[config.mk]
export PLATFORM = sky130hd
export DESIGN_NAME = bit_packer_flat
export DESIGN_NICKNAME = d
export VERILOG_FILES = /design/src/rtl/bit_packer_if.sv /design/src/rtl/bit_packer.sv /design/src/flat_wrapper.sv
export SDC_FILE = /design/constraint.sdc
export NUM_CORES = 1
export LEC_CHECK = 0
export CORE_MARGIN = 1.5
export CORE_UTILIZATION = 45
export CTS_CLUSTER_SIZE = 28
export DETAILED_ROUTE_END_ITERATION = 7
export HOLD_SLACK_MARGIN = 0.12
export PLACE_DENSITY = 0.68
export SYNTH_ARGS = -nofsm -noshare
export SYNTH_HDL_FRONTEND = slang
export SYNTH_SLANG_ARGS = --single-unit
[constraint.sdc]
create_clock -name clk -period 5.25 [get_ports clk]
set_input_delay 1.3125 -clock clk [delete_from_list [all_inputs] [get_ports clk]]
set_output_delay 1.3125 -clock clk [all_outputs]
set_load 0.05 [all_outputs]
[src/rtl/bit_packer_if.sv]
// AXI-stream word bundle driven by bit_packer toward the framer.
interface bit_packer_if #(
   parameter int DATA_WIDTH = 32
);
   logic [DATA_WIDTH-1:0] tdata;
   logic                  tvalid;
   logic                  tready;

   modport master (
      output tdata,
      output tvalid,
      input  tready
   );

   modport slave (
      input  tdata,
      input  tvalid,
      output tready
   );
endinterface

[src/rtl/bit_packer.sv]
// Packs 0..IN_WIDTH recovered bits per clk into DATA_WIDTH-bit AXI-stream words.
// Optional BIT_PACKER_STATS_EN adds drop_count and word_count outputs.
module bit_packer #(
   parameter int DATA_WIDTH = 32,
   parameter int IN_WIDTH   = 2,
   parameter int CNT_W      = $clog2(IN_WIDTH + 1)
) (
   input  logic                clk,
   input  logic                reset_n,
   input  logic [IN_WIDTH-1:0] in_bits,
   input  logic [CNT_W-1:0]    in_count,
   input  logic                resync,
   bit_packer_if.master        m_axis,
   output logic                overflow,
   output logic [$clog2(DATA_WIDTH+IN_WIDTH+1)-1:0] fill_level
`ifdef BIT_PACKER_STATS_EN
   ,
   output logic [15:0]         drop_count,
   output logic [31:0]         word_count
`endif
);

   localparam int ACC_W  = DATA_WIDTH + IN_WIDTH;
   localparam int FILL_W = $clog2(DATA_WIDTH + IN_WIDTH + 1);

   logic [ACC_W-1:0]  acc;
   logic [ACC_W-1:0]  acc_shift;
   logic [ACC_W-1:0]  acc_next;
   logic [ACC_W-1:0]  new_bits;
   logic [FILL_W-1:0] fill;
   logic [FILL_W-1:0] fill_post;
   logic [FILL_W-1:0] fill_next;
   logic [FILL_W:0]   fill_sum;
   logic [CNT_W-1:0]  cnt;
   logic              slot_free;
   logic              do_ext;
   logic              drop;

   // Bits above fill are kept zero, so append is a plain OR.
   always_comb begin
      cnt = in_count;
      if (in_count > CNT_W'(IN_WIDTH)) begin
         cnt = '0;
      end
      new_bits = '0;
      for (int i = 0; i < IN_WIDTH; i++) begin
         if (CNT_W'(i) < cnt) begin
            new_bits[i] = in_bits[i];
         end
      end
      slot_free = !m_axis.tvalid || m_axis.tready;
      do_ext    = slot_free && !resync &&
                  (fill >= FILL_W'(DATA_WIDTH));
      acc_shift = do_ext ? (acc >> DATA_WIDTH) : acc;
      fill_post = do_ext ? (fill - FILL_W'(DATA_WIDTH)) : fill;
      fill_sum  = {1'b0, fill} + (FILL_W+1)'(cnt);
      drop      = !do_ext && (fill_sum > (FILL_W+1)'(ACC_W));
      acc_next  = acc_shift | (new_bits << fill_post);
      fill_next = fill_post + FILL_W'(cnt);
   end

   always_ff @(posedge clk) begin
      if (!reset_n) begin
         acc           <= '0;
         fill          <= '0;
         overflow      <= 1'b0;
         m_axis.tdata  <= '0;
         m_axis.tvalid <= 1'b0;
      end else begin
         if (do_ext) begin
            m_axis.tdata  <= acc[DATA_WIDTH-1:0];
            m_axis.tvalid <= 1'b1;
         end else if (m_axis.tvalid && m_axis.tready) begin
            m_axis.tvalid <= 1'b0;
         end
         if (resync) begin
            acc      <= '0;
            fill     <= '0;
            overflow <= 1'b0;
         end else if (drop) begin
            overflow <= 1'b1;
         end else begin
            acc  <= acc_next;
            fill <= fill_next;
         end
      end
   end

   assign fill_level = fill;

`ifdef BIT_PACKER_STATS_EN
   logic [16:0] drop_sum;

   assign drop_sum = {1'b0, drop_count} + 17'(cnt);

   always_ff @(posedge clk) begin
      if (!reset_n) begin
         drop_count <= '0;
         word_count <= '0;
      end else begin
         if (m_axis.tvalid && m_axis.tready) begin
            word_count <= word_count + 32'd1;
         end
         if (resync) begin
            drop_count <= '0;
         end else if (drop) begin
            drop_count <= drop_sum[16] ? 16'hFFFF : drop_sum[15:0];
         end
      end
   end
`endif

endmodule

[src/flat_wrapper.sv]
// flat-port wrapper written by rule: the top's interface ports become plain ports
module bit_packer_flat 
#(
   parameter int DATA_WIDTH = 32,
   parameter int IN_WIDTH   = 2,
   parameter int CNT_W      = $clog2(IN_WIDTH + 1)
)
  (clk, reset_n, in_bits, in_count, resync, overflow, fill_level, m_axis_tdata, m_axis_tvalid, m_axis_tready);
  bit_packer_if #(.DATA_WIDTH(DATA_WIDTH)) m_axis_i ();
  input  logic clk;
  input  logic reset_n;
  input  logic [IN_WIDTH-1:0] in_bits;
  input  logic [CNT_W-1:0] in_count;
  input  logic resync;
  output logic overflow;
  output logic [$clog2(DATA_WIDTH+IN_WIDTH+1)-1:0] fill_level;
  output wire logic [$bits(m_axis_i.tdata)-1:0] m_axis_tdata;
  output wire logic [$bits(m_axis_i.tvalid)-1:0] m_axis_tvalid;
  input wire logic [$bits(m_axis_i.tready)-1:0] m_axis_tready;
  assign m_axis_tdata = m_axis_i.tdata;
  assign m_axis_tvalid = m_axis_i.tvalid;
  assign m_axis_i.tready = m_axis_tready;
  bit_packer #(.DATA_WIDTH(DATA_WIDTH), .IN_WIDTH(IN_WIDTH), .CNT_W(CNT_W)) u_core (.clk(clk), .reset_n(reset_n), .in_bits(in_bits), .in_count(in_count), .resync(resync), .m_axis(m_axis_i), .overflow(overflow), .fill_level(fill_level));
endmodule
Word-level counts from Yosys, hierarchy flattened. Cells that the tools add are included.

Output and inout port bits: 40. Input port bits: 8. Logic and storage cells: 33. Register bits: 74.

$lt $le $gt $ge: 5. Mux-type cells: 7. Reduce and logical (&&, ||, !) cells: 10. Shifts and indexed selects: 1. Add/sub/neg operators: 3. Bitwise logic cells: 2.

Operators by type and width (number): 2-to-1 mux 34 bit (1); bitwise OR 34 bit (1); << shifter 2 x 6 -> 34 bit (1); adder 6 x 2 -> 7 bit (1); > comparator 7 x 6 -> 1 bit, second input constant (1); adder 6 x 2 -> 6 bit (1); >= comparator 6 bit, second input constant (1); 2-to-1 mux 6 bit (1); subtractor 6 bit, second input constant (1); logical AND 1 bit (4); less-than comparator 1 x 2 -> 1 bit, first input constant (2); 2-to-1 mux 1 bit (4); logical NOT 1 bit (3); > comparator 2 bit, second input constant (1); 2-to-1 mux 2 bit (1); nonzero test 2 bit (1); OR reduction 2 bit (1); logical OR 1 bit (1); inverter 1 bit (1).

Depth between registers and ports, before layout. Gate-level depths: netlist (run 1).

Depth in word-level cells: 7. Gate-level depth with buffers: 9. Depth with buffers taken out: 9.

Worst setup path before layout (run 1). No wires, ideal clock.

Path kind: in2reg. Start: input in_count[0]. End: register u_core.fill[0] (netlist: u_core.fill_level[0]). Setup time: 0.072 ns. Buffers on the path: 0. Path slack: 2.040 ns. Data arrival time: 3.139 ns. Required time: 5.178 ns. Stages: 9. Cell sequence: inv_1 -> ha_1 -> xor2_1 -> ha_1 -> and2_1 -> a2111oi_2 -> o21ai_1 -> nand3_4 -> mux2i_1.

Cells in the longest elaborated chain, start to end: 5.

RTL lines: from (decl) (line flat_wrapper.sv:13) `input logic [CNT_W-1:0] in_count;`; > comparator 2 bit (line bit_packer.sv:42) `if (in_count > CNT_W'(IN_WIDTH)) begin`; 2-to-1 mux 2 bit * (line bit_packer.sv:42); adder 6 x 2 -> 7 bit (line bit_packer.sv:56) `fill_sum = {1'b0, fill} + (FILL_W+1)'(cnt);`; > comparator 7 x 6 -> 1 bit (line bit_packer.sv:57) `drop = !do_ext && (fill_sum > (FILL_W+1)'(ACC_W));`; logical AND 1 bit (line bit_packer.sv:57); to (signal assigned) (line bit_packer.sv:84) `fill <= fill_next;`; to (decl) (line bit_packer.sv:30) `logic [FILL_W-1:0] fill;`.

Mark *: on every way between the ends. The rest lies on a longest branch, timed or not. A chain may end at the register's enable or synchronous reset.

Worst setup path after layout (run 1).
Start: input in_count[0]. End: register u_core.fill[4] (netlist: u_core.fill_level[4]).

Same word-level chain as after synthesis.

==> results of run 1 <==
final cells by class:
type	count	area share, %
clock buffers	13	4.28
clock inverters	3	1.74
inverters	8	0.761
multi-input cells	257	39.9
flip-flops and latches	74	37.6
well taps	96	3.04
repair buffers	51	12.7
layer usage:
metal  vias to the layer above  GRT usage [%]
met1                      1284           28.1
met5                         -              0
met4                         0           5.34
met2                        70           30.0
met3                        11           5.50
li1                       1351              -
registers in the layout, indices dropped and copies added (netlist names):
| register | count |
|---|---|
| u_core.overflow | 1 |
| u_core.fill_level | 6 |
| u_core.m_axis.tdata | 32 |
| u_core.m_axis.tvalid | 1 |
| u_core.acc | 34 |
through the flow:
step | cells | utilization, %
floorplan | 364 | -
global placement | 486 | 54.3
detailed placement | 486 | 54.3
CTS | 502 | 57.7
global route | 502 | 57.7
finish | 502 | 57.7
kinds of logic (layout without fill, tap and decap cells):
kind of cell               count (synthesis)  after routing  share of synthesized area (%)
and+or+nand+nor                          152            152                           22.5
DFF                                       74             74                           46.3
muxes                                      4              4                           1.64
buffers and inverters                     33             75                           4.58
adders and majority gates                  5              5                           1.96
AOI/OAI and AO/OA                         94             94                           22.4
xor gates and xnor gates                   2              2                          0.548
worst max-delay path, delay by kind of cell:
kind	cells	cell delay, ns
and+or+nand+nor	2	0.39
muxes	1	0.25
xor gates and xnor gates	1	0.17
AOI/OAI and AO/OA	2	0.57
adders and majority gates	2	0.61
buffers and inverters	2	0.54
cells in the final DEF, fill, tap and decap left out, types with 2 or more instances in the layout:
cell	Yosys	layout
a21boi_0	33	33
a21o_1	2	2
a21oi_1	6	6
a21oi_2	2	2
a22oi_1	22	22
a31oi_1	4	4
a32o_1	5	5
a32oi_1	3	3
and3b_1	2	2
buf_4	1	4
bufinv_16	0	2
clkbuf_8	0	12
clkdlybuf4s50_1	0	47
dfxtp_1	74	74
ha_1	5	5
inv_1	8	8
mux2i_1	3	3
nand2_1	78	78
nand2b_1	6	5
nand2b_2	1	2
nand3_1	3	3
nand4_1	3	3
nor2_1	33	32
nor2b_1	5	5
nor3_1	5	5
nor3b_1	3	3
o21ai_0	2	2
power groups by stage:
stage / clock network (mW) / logic [mW] / registers, mW
2_1_floorplan: 0 / 0.0298 / 0.579
3_3_place_gp: 0 / 0.0457 / 0.578
3_5_place_dp: 0 / 0.0460 / 0.578
4_1_cts: 0.525 / 0.0463 / 0.565
5_1_grt: 0.550 / 0.0502 / 0.565
6_report: 0.515 / 0.0462 / 0.565
worst max path at each step:
stage	endpoint	slack [ns]	cells past startpoint
2_1_floorplan	u_core.fill_level[0]$_SDFFE_PP0N_	2.04	9
3_3_place_gp	u_core.fill_level[1]$_SDFFE_PP0N_	1.41	10
3_5_place_dp	u_core.fill_level[0]$_SDFFE_PP0N_	1.34	10
4_1_cts	u_core.fill_level[1]$_SDFFE_PP0N_	1.70	10
5_1_grt	u_core.fill_level[1]$_SDFFE_PP0N_	1.51	10
6_report	u_core.fill_level[4]$_SDFFE_PP0N_	1.68	10
==> metrics, run 1 <==
status completed; number of synthesized register bits 74; R2R Setup Slk 2.90 ns; DR WL/cell between 10 and 15 um; H-tree depth 3; Storage cell area ~0.0015 mm2; I/O Pins 48; number of global-route vias before repair about 2500; HP Class reg2reg; FILL cells 641; Max Root-Sink Buffers 2; endpoints failing hold 0; Clk Latency, worst-skew pair 0.34 ns; sw power approximately 0.24 mW; total negative slack 0 ns; CP max stage delay around 0.48 ns; routability cong. around 0.81; Clock Power Share about 46%; FP Rows 30; Post-synth top cells 78 x nand2_1, 74 x dfxtp_1, 33 x a21boi_0, 33 x nor2_1, 22 x a22oi_1; worst flop-to-flop path startpoint u_core.fill_level[1]$_SDFFE_PP0N_; critical path capture point type flip-flop; metal2 WL roughly 3100 um; distinct cell type count after synthesis between 50 and 60; CTS Buf Count 9; Buffers on Ports between 40 and 50; Final ANT Viol Nets 0; Post-Syn Instances roughly 360; post-synthesis to final-layout area growth 23.4%; PostCTS Resize Cnt 0; Syn Nets around 380; P per Cell Area around 290 mW/mm2; layout cells sized above 1 ~8.6%; Die W a little under 90 um; sw frac a little over a fifth; Primary FF master, synth dfxtp_1; launch point of the worst path in_count[0]; Post-synth EDFFs 0; via count 2716; Die Area roughly 0.0076 mm2; Post-Route WL between 7000 and 8000 um; worst reg-to-reg path cell count 7; Nets a little over 400; P_int between 0.8 and 0.9 mW; Comb pwr share 4.1%; sequential share of power between 50% and 60%; drt pass-1 iters 5; total gr overflow 0; clk root buf clkbuf_8; RSZ-0062 raised after global routing false; area post-placement 0.00371 mm2; VDD IR max roughly 0.21 mV; Worst Setup Path Type in2reg; post-DR vias/cell 5.41; slowest CP cell clkdlybuf4s50_1; crit-path cells clkdlybuf4s50_1 > inv_1 > ha_1 > xor2_1 > ha_1 > and2_1 > a2111oi_2 > nand3_1 > o31ai_1 > mux2i_1; R2R Path End u_core.fill_level[4]$_SDFFE_PP0N_; synth top area cells dfxtp_1 46%, nand2_1 9.2%, a21boi_0 7.7%, a22oi_1 5.2%, nor2_1 3.9%; hold slack 0.457 ns; minimum clock period ~3.6 ns; routed wl met3 329 um; Syn. warnings 0; setup repair bufs after CTS 0; initial antenna violation count 0; largest fanout on the critical path 6; max_cap viols 0; Tcrit/Tclk final around two thirds; top routing layer used met4; pre-CTS setup slack ~1.3 ns; Clock transition at path regs 0.08 ns; leading cell type by number of instances after synthesis nand2_1; Slew headroom a little under half; Worst EP required roughly 5.5 ns; die height 87.3 um; Max Slew Vio Count 0; Design Area, Final between 0.003 and 0.004 mm2; total power 1.13 mW; WL met1 approximately 3500 um; Yosys top cell area share 46.3%; syn_area_per_cell ~9 um2; maximum clock frequency between 200 and 300 MHz; worst setup margin roughly 1.7 ns; Core Area approximately 0.0068 mm2; post-synthesis sequential area ratio a little under half; initial detailed-routing violation count between 150 and 200; Worst setup SP type primary input; hold depth 2; dpl hpwl between 4000 and 5000 um; Clock Skew roughly 0.0055 ns; starting density of the core between 40% and 50%; Static Leak ~1.3 nW; # clock sinks 74; TritonCTS clock tree done; actual slew at the worst max-slew pin about 0.82 ns; fraction of synthesis flops using an asynchronous set or reset pin 0%; GRT Total Usage between 15 and 20%; Post-CTS Hold Fix Bufs 0; first-pass GRT wire length ~12000 um; final setup violation count 0; # diodes 0; dominant cell type by area after synthesis dfxtp_1; mapped cell area around 0.0032 mm2; worst hold start u_core.acc[16]$_SDFFE_PP0N_; largest net degree at the start of global routing 53; WHS Endpoint u_core.acc[16]$_SDFFE_PP0N_; critical path arrival ~3.8 ns; crit-path most repeated cell ha_1; multi-input combinational cell area 0.00158 mm2; DRC Markers 0
Power figures use the tool's default switching activity.
==> run 2, diff against run 1 <==
- clock period: 5.25 -> 3.42 ns (I/O delays scaled with it)
==> run 2 against run 1 <==
Die area unchanged. Cell count rose by 1.4%. Clock power rose by 31%. Sequential cell count is the same. First-iteration DRC count is 17% lower. Worst hold slack better by 0.0034 ns. Global-route usage hardly changed. Clock-buffer cell count shrank 3. Non-clock buffer count increased by 7. Critical path type unchanged. Largest power group unchanged.
==> metrics, run 2 (synthesis results as in run 1) <==
status completed; largest fanout on the critical path 8 (+2); Clock transition at path regs 0.07 ns (about the same); final setup violation count 0 (unchanged); FILL cells 649 (+1.2%); initial detailed-routing violation count 161 (-17%); commonest non-fill, non-tap cell in the layout nand2_1; Storage cell area 0.00148 mm2 (unchanged); Die W 87.3 um (unchanged); VDD IR max 0.240 mV (+14%); worst hold start u_core.m_axis.tdata[23]$_SDFFE_PN0P_; RSZ-0062 raised after global routing false; GRT Total Usage 20.0% (+0.032 points); Worst Setup Path Type in2reg; drt pass-1 iters 5 (unchanged); die height 87.3 um (unchanged); minimum clock period 3.06 ns; Slew headroom 59.0% (+14 points); Post-CTS Hold Fix Bufs 0 (unchanged); HP Class reg2reg; P_int 1.23 mW (+39%); multi-input combinational cell area 0.00158 mm2 (unchanged); endpoints failing hold 0 (unchanged); PostCTS Resize Cnt 0 (unchanged); Core Area 0.00683 mm2 (unchanged); worst setup margin 0.362 ns (-1.32 ns); initial antenna violation count 0 (unchanged); CP top delay family adder cells; maximum clock frequency approximately 330 MHz; CP bufs+invs 2 (unchanged); Worst setup SP type primary input; critical path arrival 3.34 ns (-0.49 ns); Max Root-Sink Buffers 2 (unchanged); DRC Markers 0 (unchanged); setup repair bufs after CTS 0 (unchanged); actual slew at the worst max-slew pin 0.613 ns (-0.205 ns); clk root buf clkbuf_8; crit-path most repeated cell ha_1; post-synthesis to final-layout area growth 23.6%; WHS Endpoint u_core.m_axis.tdata[23]$_SDFFE_PN0P_; Nets 421 (+1.7%); sequential share of power 53.7% (+3.6 points); # clock sinks 74 (unchanged); via count 2688 (-1.0%); crit-path cells clkdlybuf4s50_1 > inv_1 > ha_1 > ha_1 > ha_1 > and2_1 > a2111oi_2 > o21ai_1 > nand3_4 > mux2i_1; Clock Skew 0.00916 ns (+0.00370 ns); number of global-route vias before repair 2471 (+0.57%); Top reg by flops u_core.acc; worst flop-to-flop path startpoint u_core.fill_level[1]$_SDFFE_PP0N_; I/O Pins 48 (unchanged); routability cong. 0.811 (-0.18%); P per Cell Area 408 mW/mm2 (+43%); total gr overflow 0 (unchanged); Die Area 0.00762 mm2 (unchanged); layout cells sized above 1 10.2% (+1.5 points); Post-Route WL 7160 um (+0.75%); TritonCTS clock tree done; Tcrit/Tclk final ~89%; commonest non-fill, non-tap cells in the layout 78 x nand2_1, 74 x dfxtp_1, 47 x clkdlybuf4s50_1, 33 x a21boi_0, 32 x nor2_1; Final ANT Viol Nets 0 (unchanged); pre-CTS setup slack -0.00749 ns (-1.35 ns); largest net degree at the start of global routing 59 (+11%); dpl hpwl 4780 um (+1.2%); first-pass GRT wire length 11800 um (-0.18%); R2R Setup Slk 1.06 ns (-1.84 ns); max_cap viols 0 (unchanged); sw frac 23.5% (+2.6 points); Static Leak 1.32 nW (+1.1%); R2R Path End u_core.fill_level[1]$_SDFFE_PP0N_; CTS Buf Count 9 (unchanged); Max Slew Vio Count 0 (unchanged); DR WL/cell 14.1 um (-0.64%); starting density of the core 46.8% (unchanged); CP max stage delay 0.50 ns (+0.02 ns); hold depth 2 (unchanged); Buffers on Ports 47 (unchanged); slowest CP cell clkdlybuf4s50_1; worst reg-to-reg path cell count 7 (unchanged); Comb pwr share 4.5% (+0.4 points); Clk Latency, worst-skew pair 0.36 ns (+0.02 ns); # diodes 0 (unchanged); Worst EP required 3.70 ns (-1.82 ns); critical path capture point type flip-flop; post-DR vias/cell 5.28 (-2.4%); sw power 0.379 mW (+61%); Clock Power Share 41.8% (-4.0 points); max reg flops 34 (unchanged); final core occ 57.9% (+0.11 points); H-tree depth 3 (unchanged); FP Rows 30 (unchanged)
## run 2: cell count changes in the layout (fill, tap and decap cells not counted)
cell / previous run / this run
bufinv_16: 2 / 1
inv_6: 1 / 2
clkbuf_8: 12 / 9
clkinvlp_4: 0 / 1
buf_4: 4 / 11
clkinv_2: 0 / 2
## run 2: worst min-delay path, delay by kind of cell, from the launching register on
kind	cells	cell delay [ns]
AO/OA/AOI/OAI	1	0.06
flip-flops	1	0.31
AND/OR/NAND/NOR	1	0.04
## run 2: per-layer routing
layer / global-route usage [%] / vias to the layer above / wire [um]
met5: 0 / - / 0
met4: 7.79 / 0 / 109
met3: 4.17 / 7 / 339
met2: 29.9 / 67 / 3150
met1: 28.1 / 1257 / 3560
li1: - / 1357 / -
## run 2: power groups by stage
stage / sequential [mW] / combinational (mW) / clock (mW)
floorplan: 0.889 / 0.0457 / 0
global placement: 0.887 / 0.0717 / 0
detailed placement: 0.887 / 0.0724 / 0
CTS: 0.866 / 0.0726 / 0.688
global route: 0.867 / 0.0783 / 0.727
finish: 0.867 / 0.0727 / 0.673
## run 2: metrics by stage
stage | total power, mW | hold slack (ns) | instance area [um2] | TNS (ns) | cells
global route | 1.67 | 0.480 | 3950 | 0 | 509
global placement | 0.958 | 0.444 | 3760 | 0 | 493
finish | 1.61 | 0.460 | 3950 | 0 | 509
floorplan | 0.934 | 0.432 | 3200 | 0 | 364
detailed placement | 0.959 | 0.456 | 3760 | -0.00749 | 493
CTS | 1.63 | 0.466 | 3950 | 0 | 509
## run 2: worst max path at each step
| stage | startpoint | to | slack, ns | cells past startpoint |
|---|---|---|---|---|
| final | in_count[1] | u_core.fill_level[1]$_SDFFE_PP0N_ | 0.36 | 10 |
| after floorplan | in_count[0] | u_core.fill_level[0]$_SDFFE_PP0N_ | 0.67 | 9 |
| after detailed placement | in_count[1] | u_core.fill_level[0]$_SDFFE_PP0N_ | -0.007 | 10 |
| after global routing | in_count[1] | u_core.fill_level[1]$_SDFFE_PP0N_ | 0.20 | 10 |
| after CTS | in_count[1] | u_core.fill_level[1]$_SDFFE_PP0N_ | 0.37 | 10 |
| after global placement | in_count[1] | u_core.fill_level[0]$_SDFFE_PP0N_ | 0.09 | 10 |
## run 2: layout make-up
class                      instances  area share, %
timing repair buffer              58           14.0
sequential                        74           37.5
clock inverter                     6           1.65
tap                               96           3.04
multi-input combinational        257           39.9
inverter                           8          0.760
clock buffer                      10           3.23
==> run 3, diff against run 2 <==
- CORE_UTILIZATION: 45 -> 35
- PLACE_DENSITY: 0.68 -> unset
- clock period: 3.42 -> 3.1 ns (I/O delays scaled with it)
==> run 3 against run 2 <==
Via count rose by 1.1%. Clock-buffer cell count down 1. Register-to-register slack got worse by 0.33 ns. Worst hold slack better by 0.0027 ns. Sequential share of layout area fell by 1.1 points. Utilization fell by 12 points. Combinational power up 24%. Die area up 28%. Sequential power rose by 10%. Sequential cell count stayed put. Global-route usage shrank 3.5 points. Critical endpoint is now u_core.fill_level[0]$_SDFFE_PP0N_.
==> metrics, run 3 (synthesis results as in run 1) <==
status completed; Die W 98.6 um (+13%); number of global-route vias before repair 2584 (+4.6%); FILL cells 882 (+36%); Worst setup SP type primary input; Slew headroom 60.2% (+1.2 points); critical path arrival 3.22 ns (-0.12 ns); Clk Latency, worst-skew pair 0.35 ns (about the same); Worst EP required 3.38 ns (-0.32 ns); TritonCTS clock tree done; I/O Pins 48 (unchanged); Clock transition at path regs 0.08 ns (about the same); initial detailed-routing violation count 200 (+24%); total power 1.80 mW (+12%); endpoints failing hold 0 (unchanged); max reg flops 34 (unchanged); GRT Total Usage 16.5% (-3.5 points); CP max stage delay 0.48 ns (-0.02 ns); total gr overflow 0 (unchanged); final core occ 46.3% (-12 points); max_cap viols 0 (unchanged); Core Area 0.00881 mm2 (+29%); Die Area 0.00972 mm2 (+28%); minimum clock period slightly below 3 ns; # diodes 0 (unchanged); crit-path cells clkdlybuf4s50_1 > inv_1 > ha_1 > xor2_1 > ha_1 > and2_1 > a2111oi_2 > o21ai_1 > nand3_4 > mux2i_1; Max Slew Vio Count 0 (unchanged); Nets 434 (+3.1%); layout cells sized above 1 13.1% (+3.0 points); post-DR vias/cell 5.09 (-3.7%); largest fanout on the critical path 8 (unchanged); Static Leak 1.39 nW (+5.0%); CTS Buf Count 9 (unchanged); Post-Route WL 7570 um (+5.8%); Buffers on Ports 47 (unchanged); via count 2717 (+1.1%); slowest CP cell clkdlybuf4s50_1; largest net degree at the start of global routing 61 (+3.4%); PostCTS Resize Cnt 0 (unchanged); drt pass-1 iters 6 (+1); die height 98.6 um (+13%); total negative slack 0 ns (unchanged); FP Rows 34 (+13%); RSZ-0062 raised after global routing false; setup repair bufs after CTS 0 (unchanged); Tcrit/Tclk final roughly 95%; commonest non-fill, non-tap cells in the layout 78 x nand2_1, 74 x dfxtp_1, 47 x clkdlybuf4s50_1, 33 x a21boi_0, 32 x nor2_1; starting density of the core 36.3% (-10 points); routability cong. 0.817 (+0.71%); DRC Markers 0 (unchanged); first-pass GRT wire length 12600 um (+6.8%); Clock Skew 0.00964 ns (+0.000480 ns); H-tree depth 3 (unchanged); initial antenna violation count 0 (unchanged); dpl hpwl 5230 um (+9.5%); # clock sinks 74 (unchanged); maximum clock frequency roughly 340 MHz; DR WL/cell 14.2 um (+0.85%); Final ANT Viol Nets 0 (unchanged); pre-CTS setup slack -0.226 ns (-0.219 ns); Worst Setup Path Type in2reg; commonest non-fill, non-tap cell in the layout nand2_1; Post-CTS Hold Fix Bufs 0 (unchanged); P per Cell Area 442 mW/mm2 (+8.4%); Top reg by flops u_core.acc; VDD IR max 0.236 mV (-1.5%); worst setup margin 0.155 ns (-0.207 ns); critical path capture point type flip-flop; clk root buf clkbuf_8; Max Root-Sink Buffers 2 (unchanged); actual slew at the worst max-slew pin 0.597 ns (-0.0160 ns); Placed Cells 518 (+5.1%); crit-path most repeated cell ha_1; final setup violation count 0 (unchanged); HP Class reg2reg; Finished Layout Cells 534 (+4.9%); post-synthesis to final-layout area growth 27.4%
-- run 3: cell count changes in the layout (fill, tap and decap cells not counted), sizes merged --
cell | before | now
inv | 10 | 9
clkinv | 2 | 4
clkbuf | 10 | 9
buf | 11 | 24
-- run 3: worst max-delay path, delay by kind of cell --
family | cells | cell delay, ns
compound gates | 2 | 0.66
xor+xnor | 1 | 0.15
fa+ha+maj | 2 | 0.54
buf+inv | 2 | 0.54
mux | 1 | 0.20
simple gates | 2 | 0.35
-- run 3: final timing paths --
check / start / to / slack (ns) / depth (start not counted)
worst max-delay path: in_count[0] / u_core.fill_level[0]$_SDFFE_PP0N_ / 0.15 / 10
worst min register to register: u_core.m_axis.tdata[13]$_SDFFE_PN0P_ / u_core.m_axis.tdata[13]$_SDFFE_PN0P_ / 0.46 / 2
worst max register to register: u_core.fill_level[1]$_SDFFE_PP0N_ / u_core.fill_level[0]$_SDFFE_PP0N_ / 0.73 / 7
worst min-delay path: u_core.m_axis.tdata[13]$_SDFFE_PN0P_ / u_core.m_axis.tdata[13]$_SDFFE_PN0P_ / 0.46 / 2
-- run 3: layer usage --
metal | share of wire [%] | vias up | GRT usage (%)
li1 | - | 1380 | -
met1 | 49 | 1254 | 22.7
met2 | 43 | 73 | 23.8
met3 | 5.4 | 10 | 4.89
met5 | 0 | - | 0
met4 | 2.0 | 0 | 7.69
-- run 3: cell type report --
type	count	area, um2	share of cell area [%]
multi-input cells	257	1580	38.7
flip-flops and latches	74	1480	36.4
repair buffers	71	651	16.0
well taps	108	135	3.32
clock buffers	9	124	3.04
clock inverters	7	77.6	1.90
inverters	8	30.0	0.737
-- run 3: metrics by stage --
stage	hold slack [ns]	cell area [um2]
floorplan	0.432	3200
global placement	0.451	3870
detailed placement	0.455	3870
CTS	0.469	4070
global route	0.485	4070
finish	0.463	4070
-- run 3: power by group --
| part | leakage (nW) | internal (mW) | total, mW | switching [mW] |
|---|---|---|---|---|
| Clock | 0.0998 | 0.377 | 0.756 | 0.379 |
| Combinational | 0.695 | 0.0419 | 0.0898 | 0.0479 |
| Sequential | 0.596 | 0.952 | 0.956 | 0.00421 |
